`config.mk`:
```
export PLATFORM = sky130hd
export DESIGN_NAME = md_unit
export DESIGN_NICKNAME = d
export VERILOG_FILES = /design/src/rtl/md_unit.sv
export SDC_FILE = /design/constraint.sdc
export NUM_CORES = 1
export LEC_CHECK = 0
export BUFFER_PORTS_ARGS = -buffer_cell sky130_fd_sc_hd__buf_2
export CAP_MARGIN = 10
export CORE_ASPECT_RATIO = 2
export CORE_MARGIN = 3
export CORE_UTILIZATION = 43
export CTS_CLUSTER_SIZE = 12
export DETAILED_ROUTE_END_ITERATION = 7
export HOLD_SLACK_MARGIN = 0.05
export PLACE_DENSITY_LB_ADDON = 0.15
export SLEW_MARGIN = 20
export SYNTH_ARGS = -nofsm -noshare
export SYNTH_HDL_FRONTEND = slang
export SYNTH_SLANG_ARGS = --single-unit
```
`constraint.sdc`:
```
create_clock -name clk -period 4.5 [get_ports clk]
set_clock_uncertainty 0.05 [all_clocks]
set_input_delay 1.125 -clock clk [delete_from_list [all_inputs] [get_ports clk]]
set_output_delay 1.125 -clock clk [all_outputs]
set_load 0.05 [all_outputs]
```
`src/rtl/md_unit.sv`:
```
// md_unit: iterative multiply/divide unit owning HI/LO for the EX stage.
// Define MD_FAST_MULT_EN for single-cycle multiplies; division stays iterative.
module md_unit #(
   parameter int WIDTH = 32
) (
   input  logic             clk,
   input  logic             rst_n,
   input  logic             E_md_start,
   input  logic [2:0]       E_md_op,
   input  logic [WIDTH-1:0] E_A,
   input  logic [WIDTH-1:0] E_B,
   output logic [WIDTH-1:0] hi,
   output logic [WIDTH-1:0] lo,
   output logic             E_md_signal,
   output logic             md_done
);

   typedef enum logic [1:0] {IDLE, MUL, DIV} state_t;

   localparam logic [2:0] OP_MULT  = 3'b000;
   localparam logic [2:0] OP_MULTU = 3'b001;
   localparam logic [2:0] OP_DIV   = 3'b010;
   localparam logic [2:0] OP_DIVU  = 3'b011;
   localparam logic [2:0] OP_MTHI  = 3'b100;
   localparam logic [2:0] OP_MTLO  = 3'b101;
   localparam logic [5:0] LAST_STEP = 6'(WIDTH - 1);

   state_t             state;
   logic [5:0]         cnt;
   logic               busy_q;
   logic               neg_res;
   logic               neg_rem;
   logic               div_zero;
   logic [WIDTH-1:0]   div_q;
   logic [WIDTH-1:0]   div_rem;
   logic [WIDTH-1:0]   divisor;

   logic               is_mul;
   logic               is_div;
   logic               is_signed;
   logic               accept_iter;
   logic               a_neg;
   logic               b_neg;
   logic [WIDTH-1:0]   a_mag;
   logic [WIDTH-1:0]   b_mag;

   logic [WIDTH:0]     div_tmp;
   logic [WIDTH:0]     div_diff;
   logic               div_ge;
   logic [WIDTH-1:0]   div_rem_nx;
   logic [WIDTH-1:0]   div_q_nx;
   logic [WIDTH-1:0]   quot;
   logic [WIDTH-1:0]   rem;

   assign is_mul    = (E_md_op == OP_MULT) || (E_md_op == OP_MULTU);
   assign is_div    = (E_md_op == OP_DIV)  || (E_md_op == OP_DIVU);
   assign is_signed = ~E_md_op[0];
   assign a_neg     = is_signed & E_A[WIDTH-1];
   assign b_neg     = is_signed & E_B[WIDTH-1];
   assign a_mag     = a_neg ? -E_A : E_A;
   assign b_mag     = b_neg ? -E_B : E_B;

`ifdef MD_FAST_MULT_EN
   logic [2*WIDTH-1:0] ext_a;
   logic [2*WIDTH-1:0] ext_b;
   logic [2*WIDTH-1:0] fast_prod;

   assign accept_iter = is_div;
   assign ext_a       = is_signed ? {{WIDTH{E_A[WIDTH-1]}}, E_A} : {{WIDTH{1'b0}}, E_A};
   assign ext_b       = is_signed ? {{WIDTH{E_B[WIDTH-1]}}, E_B} : {{WIDTH{1'b0}}, E_B};
   assign fast_prod   = ext_a * ext_b;
`else
   logic [2*WIDTH-1:0] mul_a;
   logic [WIDTH-1:0]   mul_b;
   logic [2*WIDTH-1:0] mul_acc;
   logic [2*WIDTH-1:0] mul_sum;
   logic [2*WIDTH-1:0] product;

   assign accept_iter = is_mul | is_div;
   assign mul_sum     = mul_acc + (mul_b[0] ? mul_a : '0);
   assign product     = neg_res ? -mul_sum : mul_sum;
`endif

   assign E_md_signal = busy_q | (E_md_start & (state == IDLE) & accept_iter);

   // Restoring step; with a zero divisor every quotient bit is 1 and the
   // remainder ends up as the dividend magnitude, so sign correction restores E_A.
   assign div_tmp    = {div_rem, div_q[WIDTH-1]};
   assign div_diff   = div_tmp - {1'b0, divisor};
   assign div_ge     = (div_tmp >= {1'b0, divisor});
   assign div_rem_nx = div_ge ? div_diff[WIDTH-1:0] : div_tmp[WIDTH-1:0];
   assign div_q_nx   = {div_q[WIDTH-2:0], div_ge};
   assign quot       = div_zero ? '1 : (neg_res ? -div_q_nx : div_q_nx);
   assign rem        = neg_rem ? -div_rem_nx : div_rem_nx;

   always_ff @(posedge clk or negedge rst_n) begin
      if (!rst_n) begin
         state    <= IDLE;
         cnt      <= '0;
         busy_q   <= 1'b0;
         md_done  <= 1'b0;
         hi       <= '0;
         lo       <= '0;
         neg_res  <= 1'b0;
         neg_rem  <= 1'b0;
         div_zero <= 1'b0;
         div_q    <= '0;
         div_rem  <= '0;
         divisor  <= '0;
`ifndef MD_FAST_MULT_EN
         mul_a    <= '0;
         mul_b    <= '0;
         mul_acc  <= '0;
`endif
      end else begin
         md_done <= 1'b0;
         case (state)
            IDLE: begin
               if (E_md_start) begin
                  case (E_md_op)
                     OP_MULT, OP_MULTU: begin
`ifdef MD_FAST_MULT_EN
                        {hi, lo} <= fast_prod;
                        md_done  <= 1'b1;
`else
                        mul_a   <= {{WIDTH{1'b0}}, a_mag};
                        mul_b   <= b_mag;
                        mul_acc <= '0;
                        neg_res <= a_neg ^ b_neg;
                        cnt     <= '0;
                        busy_q  <= 1'b1;
                        state   <= MUL;
`endif
                     end
                     OP_DIV, OP_DIVU: begin
                        div_q    <= a_mag;
                        divisor  <= b_mag;
                        div_rem  <= '0;
                        neg_res  <= a_neg ^ b_neg;
                        neg_rem  <= a_neg;
                        div_zero <= (E_B == '0);
                        cnt      <= '0;
                        busy_q   <= 1'b1;
                        state    <= DIV;
                     end
                     OP_MTHI: hi <= E_A;
                     OP_MTLO: lo <= E_A;
                     default: ;
                  endcase
               end
            end
`ifndef MD_FAST_MULT_EN
            MUL: begin
               mul_acc <= mul_sum;
               mul_a   <= mul_a << 1;
               mul_b   <= mul_b >> 1;
               cnt     <= cnt + 6'd1;
               if (cnt == LAST_STEP) begin
                  {hi, lo} <= product;
                  busy_q   <= 1'b0;
                  md_done  <= 1'b1;
                  state    <= IDLE;
               end
            end
`endif
            DIV: begin
               div_rem <= div_rem_nx;
               div_q   <= div_q_nx;
               cnt     <= cnt + 6'd1;
               if (cnt == LAST_STEP) begin
                  hi      <= rem;
                  lo      <= quot;
                  busy_q  <= 1'b0;
                  md_done <= 1'b1;
                  state   <= IDLE;
               end
            end
            default: state <= IDLE;
         endcase
      end
   end

endmodule

```
### Word level (Yosys, flattened, before mapping)

Index checks and enable logic that the tools add are counted.

| cells by class | value |
|---|---|
| $mul | 0 |
| bitwise logic cells | 8 |
| reduce and logical (&&, ||, !) cells | 22 |
| divide/modulo/power cells | 0 |
| mux-type cells | 46 |
| eq/ne operators | 18 |
| add/sub/neg operators | 8 |
| shift-type cells | 0 |
| $lt $le $gt $ge | 1 |

Operators by type and width:

| operator | count |
|---|---|
| $mux 32 | 20 |
| $mux 64 | 6 |
| $pmux 64 s2 | 2 |
| $pmux 32 s2 | 3 |
| $pmux 32 s3 | 2 |
| $neg 32->32 | 4 |
| $add 64x64->64 | 1 |
| $neg 64->64 | 1 |
| $ge 33x32->1 | 1 |
| $logic_not 32->1 | 1 |
| $sub 32x32->32 | 1 |
| $reduce_and 3->1 | 6 |
| $mux 6 | 2 |
| $pmux 6 s2 | 1 |
| $ne 2x1->1 const B | 5 |
| $reduce_and 5->1 | 2 |
| $ne 2x2->1 const B | 4 |
| $pmux 2 s2 | 2 |
| $add 6x1->6 const B | 1 |
| $eq 3x2->1 const B | 2 |
| $eq 3x3->1 const B | 2 |
| $eq 6x5->1 const B | 1 |
| $reduce_bool 2->1 | 3 |
| $reduce_or 2->1 | 3 |
| 17 further kinds | 27 |

| storage, ports and cells | value |
|---|---|
| memories kept | 0 |
| memory bits (read-only) | 0 |
| flip-flop bits (word level) | 333 |
| latch bits | 0 |
| word-level logic and storage cells | 118 |
| memory bits (writable) | 0 |
| bits of input ports | 70 |

### Depth between registers and ports, before layout

Gate-level depths: netlist of run 1.

| depth | value |
|---|---|
| word-level depth | 6 |
| depth in mapped cells | 23 |
| gate-level depth less buffers | 18 |

### Least setup slack after synthesis of run 1

Ideal clock, no wire load.

| path | value |
|---|---|
| path type | register -> register |
| start point | register div_rem[9] |
| end point | register hi[12] |
| arrival time | 4775 ps |
| path buffers | 5 |
| cell stages (with the launch flop) | 23 |
| slack | -390 ps |
| library setup time | 65 ps |
| clock period less this slack | 4890 ps |
| path through | dfrtp_1 -> ha_1 -> clkbuf_1 -> a21o_1 -> a21o_1 -> a221oi_2 -> o211a_1 -> o21ai_1 -> buf_2 -> inv_1 -> clkbuf_1 -> clkbuf_1 -> buf_1 -> mux2i_1 -> ha_1 -> inv_1 -> or2_2 -> o22a_1 -> o21ai_0 -> xor2_1 -> nand2_1 -> a211oi_1 -> a211o_1 |

| between the ends | value |
|---|---|
| cells in the longest elaborated chain, start to end | 6 |
| elaborated cells between the ends (all ways) | 7 |
| those cells by class | add/sub (2); order compare (1); mux (4) |

Ends and longest elaborated chain:

| what | RTL line | source |
|---|---|---|
| from (decl) | 35 | `logic [WIDTH-1:0] div_rem;` |
| from (signal assigned) | 167 | `div_rem <= div_rem_nx;` |
| $sub 32x32->32 or $ge 33x32->1 (tied branches) | 89, 90 |  |
| $mux 32 (*) | 91 | `assign div_rem_nx = div_ge ? div_diff[WIDTH-1:0] : div_tmp[WIDTH-1:0];` |
| $neg 32->32 | 94 | `assign rem = neg_rem ? -div_rem_nx : div_rem_nx;` |
| $mux 32 (*) | 94 |  |
| $mux 32 (*) | 170 | `if (cnt == LAST_STEP) begin` |
| $pmux 32 s3 (*) | 117 | `case (state)` |
| to (signal assigned) | 159 | `{hi, lo} <= product;` |
| to (signal assigned) | 171 | `hi <= rem;` |
| to (decl) | 12 | `output logic [WIDTH-1:0] hi,` |

Mark *: on every way between the ends. The rest lies on a longest branch, timed or not. The select of a mux whose other input is x is not followed.
A chain may end at the register's enable or synchronous reset.

### Worst setup path in the final report of run 1

| path | value |
|---|---|
| start point | register mul_b[0] |
| end point | register hi[30] |

| between the ends | value |
|---|---|
| cells in the longest elaborated chain, start to end | 6 |

Ends and longest elaborated chain:

| what | RTL line | source |
|---|---|---|
| from (decl) | 74 | `logic [WIDTH-1:0] mul_b;` |
| from (signal assigned) | 127 | `mul_b <= b_mag;` |
| from (signal assigned) | 156 | `mul_b <= mul_b >> 1;` |
| $mux 64 (*) | 80 | `assign mul_sum = mul_acc + (mul_b[0] ? mul_a : '0);` |
| $add 64x64->64 (*) | 80 |  |
| $neg 64->64 | 81 | `assign product = neg_res ? -mul_sum : mul_sum;` |
| $mux 64 (*) | 81 |  |
| $mux 32 (*) | 158 | `if (cnt == LAST_STEP) begin` |
| $pmux 32 s3 (*) | 117 |  |

Marks and branches as above.

==> summary.txt, run 1 <==
Yosys
  • Post-synthesis share of cell area spent on xor and xnor gates: 8.141%
  • Fraction of registers with async set or reset after synthesis: 100.0%
  • Area contributors post-synth: dfrtp_1 32%, nand2_1 5.9%, a21oi_1 5.4%
  • Top_reg_cell synth: dfrtp_1
  • Register area share after synthesis: 31.87%
  • Number of synthesized flops with an enable pin: 0
  • Combinational family with the most area after synthesis: compound AO/OA/AOI/OAI gates
  • Total standard cell area after synthesis: 26140 um2
  • Flop and latch count out of synthesis: 333
  • Syn Nets: 3482
  • Area fraction in and, or, nand and nor cells after synthesis: 21.43%
  • Warning count from the yosys run: 0
  • Proportion of synthesized area in mux cells: 0.9285%
  • Mean cell area of the mapped netlist: 7.910 um2
  • Unique masters post-synth: 100
  • Area leader, netlist: dfrtp_1
  • Share of Yosys cell area claimed by the top area cell type: 31.87%
  • Compound-cell area share of the yosys netlist: 27.97%
  • Post-synthesis share of cell area spent on full adders, half adders and majority gates: 5.178%
  • Synth Instances: 3305

Clock network
  • CTS tree: done
  • Later-pin clock latency in the skew report: 0.58 ns
  • Buffer depth of the longest clock path: 3
  • Number of clock sinks seen by CTS: 333
  • Maximum level of the CTS H-tree: 2
  • Clock tree root buffer cell: clkbuf_16
  • Clock edge transition at the registers on the reported setup and hold paths: 0.06 ns
  • Clock buffer count from CTS: 37

Global routing
  • Vias in the first global route: 30280
  • GR peak layer: met2
  • Met2 usage: 69.56%
  • Maximum number of pins on one net before global-route repair: 157
  • First-pass GRT wire length: 191200 um
  • Global-route usage over all layers: 39.48%
  • Antenna violations before repair: 12
  • Sum of overflow across all layers after global routing: 0
  • Met1 Use GR: 39.01%
  • Met3 Usage GRT: 5.434%

Placement
  • Last weighted congestion value of the routability-driven placer: 1.124
  • Half-perimeter wire length after placement: 102800 um
  • Placed Instances: 4677
  • Buffers added on ports: 135

Timing
  • Headroom to the max-slew limit: 19.94%
  • Fin Hold WS: 0.3771 ns
  • Final worst-path setup slack: -0.5121 ns
  • Final setup violation count: 44
  • Unrepaired setup endpoints after global routing: true
  • Final Hold Fails: 0
  • Fmax achieved: 199.5 MHz
  • Minimum period implied by the final worst setup slack: 5.012 ns
  • Final cycle utilization of the critical path: 111.4%
  • Least-Margin Pin Slew: 1.196 ns
  • Count of pins over their slew limit: 0

Pwr
  • Net switching component of the power: 0.01252 W
  • PwrDens: 701.3 nW/um2
  • Max VDD drop: 0.3968 mV
  • Portion of total power attributed to the clock network: 12.3%
  • Sw Ratio: 49.34%
  • Reported leakage power: 16.35 nW
  • Proportion of power drawn by flip-flops and latches: 20.0%
  • Cell internal pwr: 0.01285 W
  • Fraction of power consumed by combinational cells: 67.7%

Floorplanning
  • Initial standard-cell utilization of the core: 43.53%
  • Row cnt: 127
  • Die extent in y: 354.7 um
  • I/O pin total: 136
  • Floorplan die width: 180.4 um
  • CORE AREA: 60070 um2
  • Die footprint: 63970 um2

Layout
  • Layout Nets: 4188
  • Final instance count without filler cells: 4813
  • Share of layout cells above drive strength 1: 31.75%
  • Area Overhead vs Synth: 38.39%
  • Post-Route Utilization: 60.24%

Outcome
  • Outcome: finished with violations
  • Failing checks: setup timing

Worst setup path
  • Reg2reg path depth: 19
  • Critical path capture point type: flip-flop
  • Classification of the worst setup path: flip-flop to flip-flop
  • Worst EP arrival: 5.39 ns
  • Maximum fanout count along the critical path: 8
  • CP Data Required Time: 4.88 ns
  • Startpoint types: flip-flop

Drt
  • Number of DRC violations after detailed-routing iteration 0: 2437
  • Post-DR wirelength/cell: 27.23 um
  • Final wirelength: 131100 um
  • Antenna viol nets, final: 0
  • Post-detailed-route via-to-cell ratio: 6.183
  • DRC Markers: 0
  • Detailed Routing Iterations Pass 1: 5
  • Vias: 29760

Job
  • Max-cap violations: 0

Worst hold path
  • Min-delay worst type: primary input to asynchronous set/reset pin
==> metal layers <==
metal / vias up / share of wire [%]
li1: 13550 / -
met1: 14380 / 33
met2: 1289 / 49
met3: 535 / 5.4
met4: 4 / 13
met5: - / 0.021
==> Yosys cell counts, types with 81 or more instances <==
cell and n:
nand2_1 414, dfrtp_1 333, a21oi_1 281, nor2_1 274
o21ai_0 267, clkbuf_1 180, xnor2_1 157, ha_1 105
o22ai_1 94, inv_1 86, xor2_1 86, nand3_1 81
==> registers in the layout (all words and copies together) (netlist names) <==
| name | flops |
|---|---|
| neg_rem | 1 |
| lo | 32 |
| div_zero | 1 |
| mul_a | 64 |
| div_q | 32 |
| mul_acc | 64 |
| state | 2 |
| divisor | 32 |
| hi | 32 |
| neg_res | 1 |
| md_done | 1 |
| div_rem | 32 |
| busy_q | 1 |
| cnt | 6 |
| mul_b | 32 |
==> worst max-delay path, cell delays in order, from the launching register on <==
cell and delay (ns):
dfrtp_4 0.50, buf_6 0.15, buf_12 0.13, and2_1 0.17, ha_4 0.24, a21oi_4 0.12
buf_4 0.16, o211ai_1 0.15, a311o_1 0.39, o2111a_2 0.37, buf_6 0.15, or3_4 0.36
a22o_4 0.24, nor4_4 0.28, nand4_1 0.19, or4_4 0.59, buf_4 0.17, a2111oi_4 0.17
nand3b_1 0.18, o211ai_1 0.10
==> logic make-up after synthesis <==
family          count (synthesis)
buf+inv                       302
flops                         333
simple gates                 1169
xor+xnor                      243
fa+ha+maj                     107
compound gates               1127
mux                            24
==> cell type report <==
| cell class | count | area (um2) |
|---|---|---|
| Antenna cell | 8 | 20.02 |
| Clock buffer | 47 | 1013 |
| Clock inverter | 12 | 167.7 |
| Fill cell | 5384 | 23880 |
| Inverter | 86 | 322.8 |
| Multi-Input combinational cell | 2670 | 18740 |
| Sequential cell | 333 | 8338 |
| Tap cell | 774 | 968.4 |
| Timing Repair Buffer | 883 | 6610 |
==> per-stage QoR <==
stage	total power (W)	setup slack [ns]	setup TNS [ns]	instance area, um2
floorplan	0.01294	-0.002360	-0.002360	26240
detailed placement	0.01939	-1.172	-30.89	32290
CTS	0.02403	-0.4161	-7.077	35020
global placement	0.01917	-1.147	-28.34	32290
global route	0.02663	-0.5927	-18.58	36160
finish	0.02537	-0.5121	-13.71	36180
==> layout by cell type, fill, tap and decap left out, types with 19 or more instances in the layout <==
| master | netlist | layout |
|---|---|---|
| buf_4 | 1 | 703 |
| nand2_1 | 414 | 401 |
| dfrtp_1 | 333 | 331 |
| nor2_1 | 274 | 265 |
| a21oi_1 | 281 | 246 |
| o21ai_0 | 267 | 227 |
| buf_2 | 21 | 134 |
| xnor2_1 | 157 | 133 |
| o22ai_1 | 94 | 91 |
| inv_1 | 86 | 84 |
| xor2_1 | 86 | 79 |
| nand3_1 | 81 | 75 |
| and2_1 | 79 | 70 |
| ha_1 | 105 | 68 |
| nand4_1 | 57 | 57 |
| o31ai_1 | 72 | 56 |
| nor3_1 | 63 | 52 |
| a21o_1 | 53 | 51 |
| a22o_1 | 52 | 51 |
| clkbuf_16 | 0 | 38 |
| o211ai_1 | 35 | 35 |
| a21oi_2 | 3 | 32 |
| or3_1 | 38 | 31 |
| ha_4 | 0 | 29 |
| buf_6 | 1 | 29 |
| nor4_1 | 31 | 27 |
| a31oi_1 | 28 | 27 |
| o21ai_1 | 11 | 25 |
| xnor2_2 | 0 | 22 |
| mux2i_1 | 22 | 20 |
| nand2b_1 | 20 | 19 |
==> timing repair <==
item	in CTS	in global routing
setup endpoints to repair	47	48
setup buffers	42	31
pin swaps	101	104
gates resized for setup	240	177
hold endpoints to repair	0	0
cloned	1	1
hold buffers	0	0
==> power groups by stage <==
stage          registers, W  clock network, W  logic, W
2_1_floorplan       0.00555                 0   0.00739
3_3_place_gp        0.00500                 0    0.0142
3_5_place_dp        0.00503                 0    0.0144
4_1_cts             0.00502           0.00318    0.0158
5_1_grt             0.00514           0.00327    0.0182
6_report            0.00507           0.00313    0.0172
==> worst paths after layout <==
check                           slack (ns)                      end               startpoint
worst max-delay path                 -0.51       hi[30]$_DFFE_PN0P_     mul_b[0]$_DFFE_PN0P_
worst min-delay path                  0.38    mul_a[56]$_DFFE_PN0P_                    rst_n
worst max register to register       -0.51       hi[30]$_DFFE_PN0P_     mul_b[0]$_DFFE_PN0P_
worst min register to register        0.43  divisor[31]$_DFFE_PN0P_  divisor[31]$_DFFE_PN0P_
max in group asynchronous             2.87  div_rem[15]$_DFFE_PN0P_                    rst_n
min in group clk                      0.43  divisor[31]$_DFFE_PN0P_  divisor[31]$_DFFE_PN0P_
(Power assumes the default switching activity.)
==> run 2: changes to the inputs <==
--- a/config.mk
+++ b/config.mk
@@ -7,9 +7,11 @@
 export LEC_CHECK = 0
 export BUFFER_PORTS_ARGS = -buffer_cell sky130_fd_sc_hd__buf_2
 export CAP_MARGIN = 10
+export CELL_PAD_IN_SITES_DETAIL_PLACEMENT = 1
+export CELL_PAD_IN_SITES_GLOBAL_PLACEMENT = 2
 export CORE_ASPECT_RATIO = 2
 export CORE_MARGIN = 3
-export CORE_UTILIZATION = 43
+export CORE_UTILIZATION = 34
 export CTS_CLUSTER_SIZE = 12
 export DETAILED_ROUTE_END_ITERATION = 7
 export HOLD_SLACK_MARGIN = 0.05
==> run 2 against run 1 <==
Against the previous run:
- the flow still finishes with violations (setup timing)
- sequential share of layout area is 0.22 points higher
- highest routed layer unchanged
- largest cell class unchanged
- critical path type unchanged
- cell count grew 5.4%
- critical path depth is the same
==> summary.txt, run 2 (synthesis gave the netlist of run 1 again) <==
Layout
  • Final instance count without filler cells: 5075 (+5.4%)
  • Area Overhead vs Synth: 37.07%
  • Final design instance area without fill: 35830 um2 (-0.96%)
  • Area of all sequential standard cells: 8337 um2 (about the same)
  • Largest regs: mul_a (64), mul_acc (64)
  • Share of layout cells above drive strength 1: 30.09% (-1.7 points)
  • Commonest non-fill, non-tap cells in the layout: 743 x buf_4, 404 x nand2_1, 330 x dfrtp_1
  • Leading cell type in the layout, fill and taps excluded: buf_4
  • Total area of multi-input combinational cells: 18040 um2 (-3.7%)
  • Post-Route Utilization: 47.12% (-13 points)
  • Layout filler cell count: 9220 (+71%)
  • Layout Nets: 4207 (+0.45%)

Drt
  • DRC Markers: 0 (unchanged)
  • Final wirelength: 141300 um (+7.8%)
  • Post-detailed-route via-to-cell ratio: 5.860 (-5.2%)
  • Detailed-routed wire length on met2: 73120 um (+14%)
  • Highest Signal Layer: met5
  • Wire length the detailed router placed on met1: 48820 um (+14%)
  • Antenna viol nets, final: 0 (unchanged)
  • Vias: 29740 (-0.057%)
  • Post-DR wirelength/cell: 27.83 um (+2.2%)
  • Detailed Routing Iterations Pass 1: 5 (unchanged)
  • Number of DRC violations after detailed-routing iteration 0: 1771 (-27%)
  • Met3 Routed Length: 5205 um (-26%)

Outcome
  • Failing checks: setup timing
  • Outcome: finished with violations

Worst setup path
  • CP Data Required Time: 4.97 ns (+0.09 ns)
  • Maximum fanout count along the critical path: 20 (+12)
  • Critical path capture point type: flip-flop
  • Classification of the worst setup path: flip-flop to flip-flop
  • Startpoint types: flip-flop
  • Worst EP arrival: 5.45 ns (+0.06 ns)

Placement
  • Buffers added on ports: 135 (unchanged)
  • Half-perimeter wire length after placement: 112900 um (+9.7%)
  • Placed instance area: 32980 um2 (+2.1%)
  • Placed Instances: 4972 (+6.3%)
  • Last weighted congestion value of the routability-driven placer: 0.9726 (-13%)

Floorplanning
  • Die footprint: 80460 um2 (+26%)
  • CORE AREA: 76040 um2 (+27%)
  • Row cnt: 143 (+13%)
  • Die extent in y: 398.2 um (+12%)
  • Initial standard-cell utilization of the core: 34.38% (-9.1 points)
  • Floorplan die width: 202.1 um (+12%)
  • I/O pin total: 136 (unchanged)

Clock network
  • Clock tree root buffer cell: clkbuf_16
  • CTS tree: done
  • Clock buffer count from CTS: 39 (+5.4%)
  • Clock edge transition at the registers on the reported setup and hold paths: 0.08 ns (+0.02 ns)
  • Later-pin clock latency in the skew report: 0.60 ns (+0.02 ns)
  • Maximum level of the CTS H-tree: 2 (unchanged)
  • Cts hold-fix bufs: 0 (unchanged)
  • Buffer depth of the longest clock path: 3 (unchanged)
  • Number of clock sinks seen by CTS: 333 (unchanged)

Timing
  • Count of pins over their slew limit: 0 (unchanged)
  • Final total negative setup slack: -12.08 ns (+1.634 ns)
  • Final cycle utilization of the critical path: 110.7% (-0.70 points)
  • Final worst-path setup slack: -0.4804 ns (+0.03170 ns)
  • Headroom to the max-slew limit: 27.11% (+7.2 points)
  • Least-Margin Pin Slew: 1.093 ns (-0.1032 ns)
  • Fmax achieved: 200.8 MHz (+0.64%)
  • Unrepaired setup endpoints after global routing: true
  • Final Hold Fails: 0 (unchanged)
  • Minimum period implied by the final worst setup slack: 4.980 ns (-0.03170 ns)
  • Fin Hold WS: 0.3858 ns (+0.008659 ns)
  • Final setup violation count: 42 (-4.5%)

Global routing
  • Antenna violations before repair: 8 (-4)
  • Maximum number of pins on one net before global-route repair: 95 (-39%)
  • Sum of overflow across all layers after global routing: 0 (unchanged)
  • First-pass GRT wire length: 207500 um (+8.5%)
  • Vias in the first global route: 32580 (+7.6%)
  • Global-route usage over all layers: 34.21% (-5.3 points)

Worst hold path
  • Min-delay worst type: primary input to asynchronous set/reset pin

Pwr
  • Max VDD drop: 0.4570 mV (+15%)
  • PwrDens: 717.6 nW/um2 (+2.3%)
  • Reported leakage power: 16.29 nW (-0.38%)

Job
  • Max-cap violations: 0 (unchanged)
run 2: repair_timing:
action | CTS | global route
pin swaps | 57 | 49
setup endpoints to repair | 49 | 47
setup buffers | 20 | 13
gates cloned | 0 | 0
resized for setup | 180 | 94
run 2: worst paths after layout:
path                                 startpoint                      end  slack [ns]  cells past startpoint
max                        mul_b[0]$_DFFE_PN0P_       hi[31]$_DFFE_PN0P_       -0.48                     19
max in group asynchronous                 rst_n   divisor[1]$_DFFE_PN0P_        2.88                      2
min reg2reg                  lo[11]$_DFFE_PN0P_       lo[11]$_DFFE_PN0P_        0.43                      2
min in group clk             lo[11]$_DFFE_PN0P_       lo[11]$_DFFE_PN0P_        0.43                      2
min                                       rst_n  mul_acc[11]$_DFFE_PN0P_        0.39                      1
max reg2reg                mul_b[0]$_DFFE_PN0P_       hi[31]$_DFFE_PN0P_       -0.48                     19
run 2: where the power goes:
group	total [W]	internal [W]	leakage [nW]	switching, W
logic	0.0173	0.00693	11.4	0.0103
registers	0.00505	0.00401	4.21	0.00104
clock network	0.00341	0.00190	0.625	0.00151
total	0.0257	0.0128	16.3	0.0129
run 2: final cells by class:
class                   instances  area share [%]
flip-flops and latches        333           23.26
well taps                    1015           3.544
repair buffers                900           18.37
clock buffers                  52           3.083
clock inverters                13          0.4609
multi-input cells            2670           50.34
diodes                          6         0.04190
inverters                      86          0.9008
run 2: worst max-delay path, stage by stage (launching register included):
cell and delay [ns]:
dfrtp_1 0.41, buf_12 0.17, and2_1 0.15, ha_1 0.29, o211ai_1 0.37, a21oi_4 0.10
o2111ai_4 0.26, a31oi_1 0.12, buf_4 0.17, or2_4 0.26, buf_6 0.12, or3_4 0.38
a2111oi_4 0.35, buf_4 0.18, nand4_1 0.14, buf_6 0.18, nor4_4 0.31, or4b_4 0.51
a211o_1 0.31, o211ai_1 0.07
run 2: routing by layer:
metal / vias up / track usage (%)
li1: 13540 / -
met1: 15000 / 34.06
met2: 763 / 63.34
met3: 430 / 4.260
met4: 6 / 27.44
met5: - / 0
run 2: stage by stage:
stage	worst slack, ns	total power, W
2_1_floorplan	-0.002360	0.01294
3_3_place_gp	-0.7939	0.02028
3_5_place_dp	-0.8491	0.02065
4_1_cts	-0.4307	0.02510
5_1_grt	-0.6315	0.02714
6_report	-0.4804	0.02572
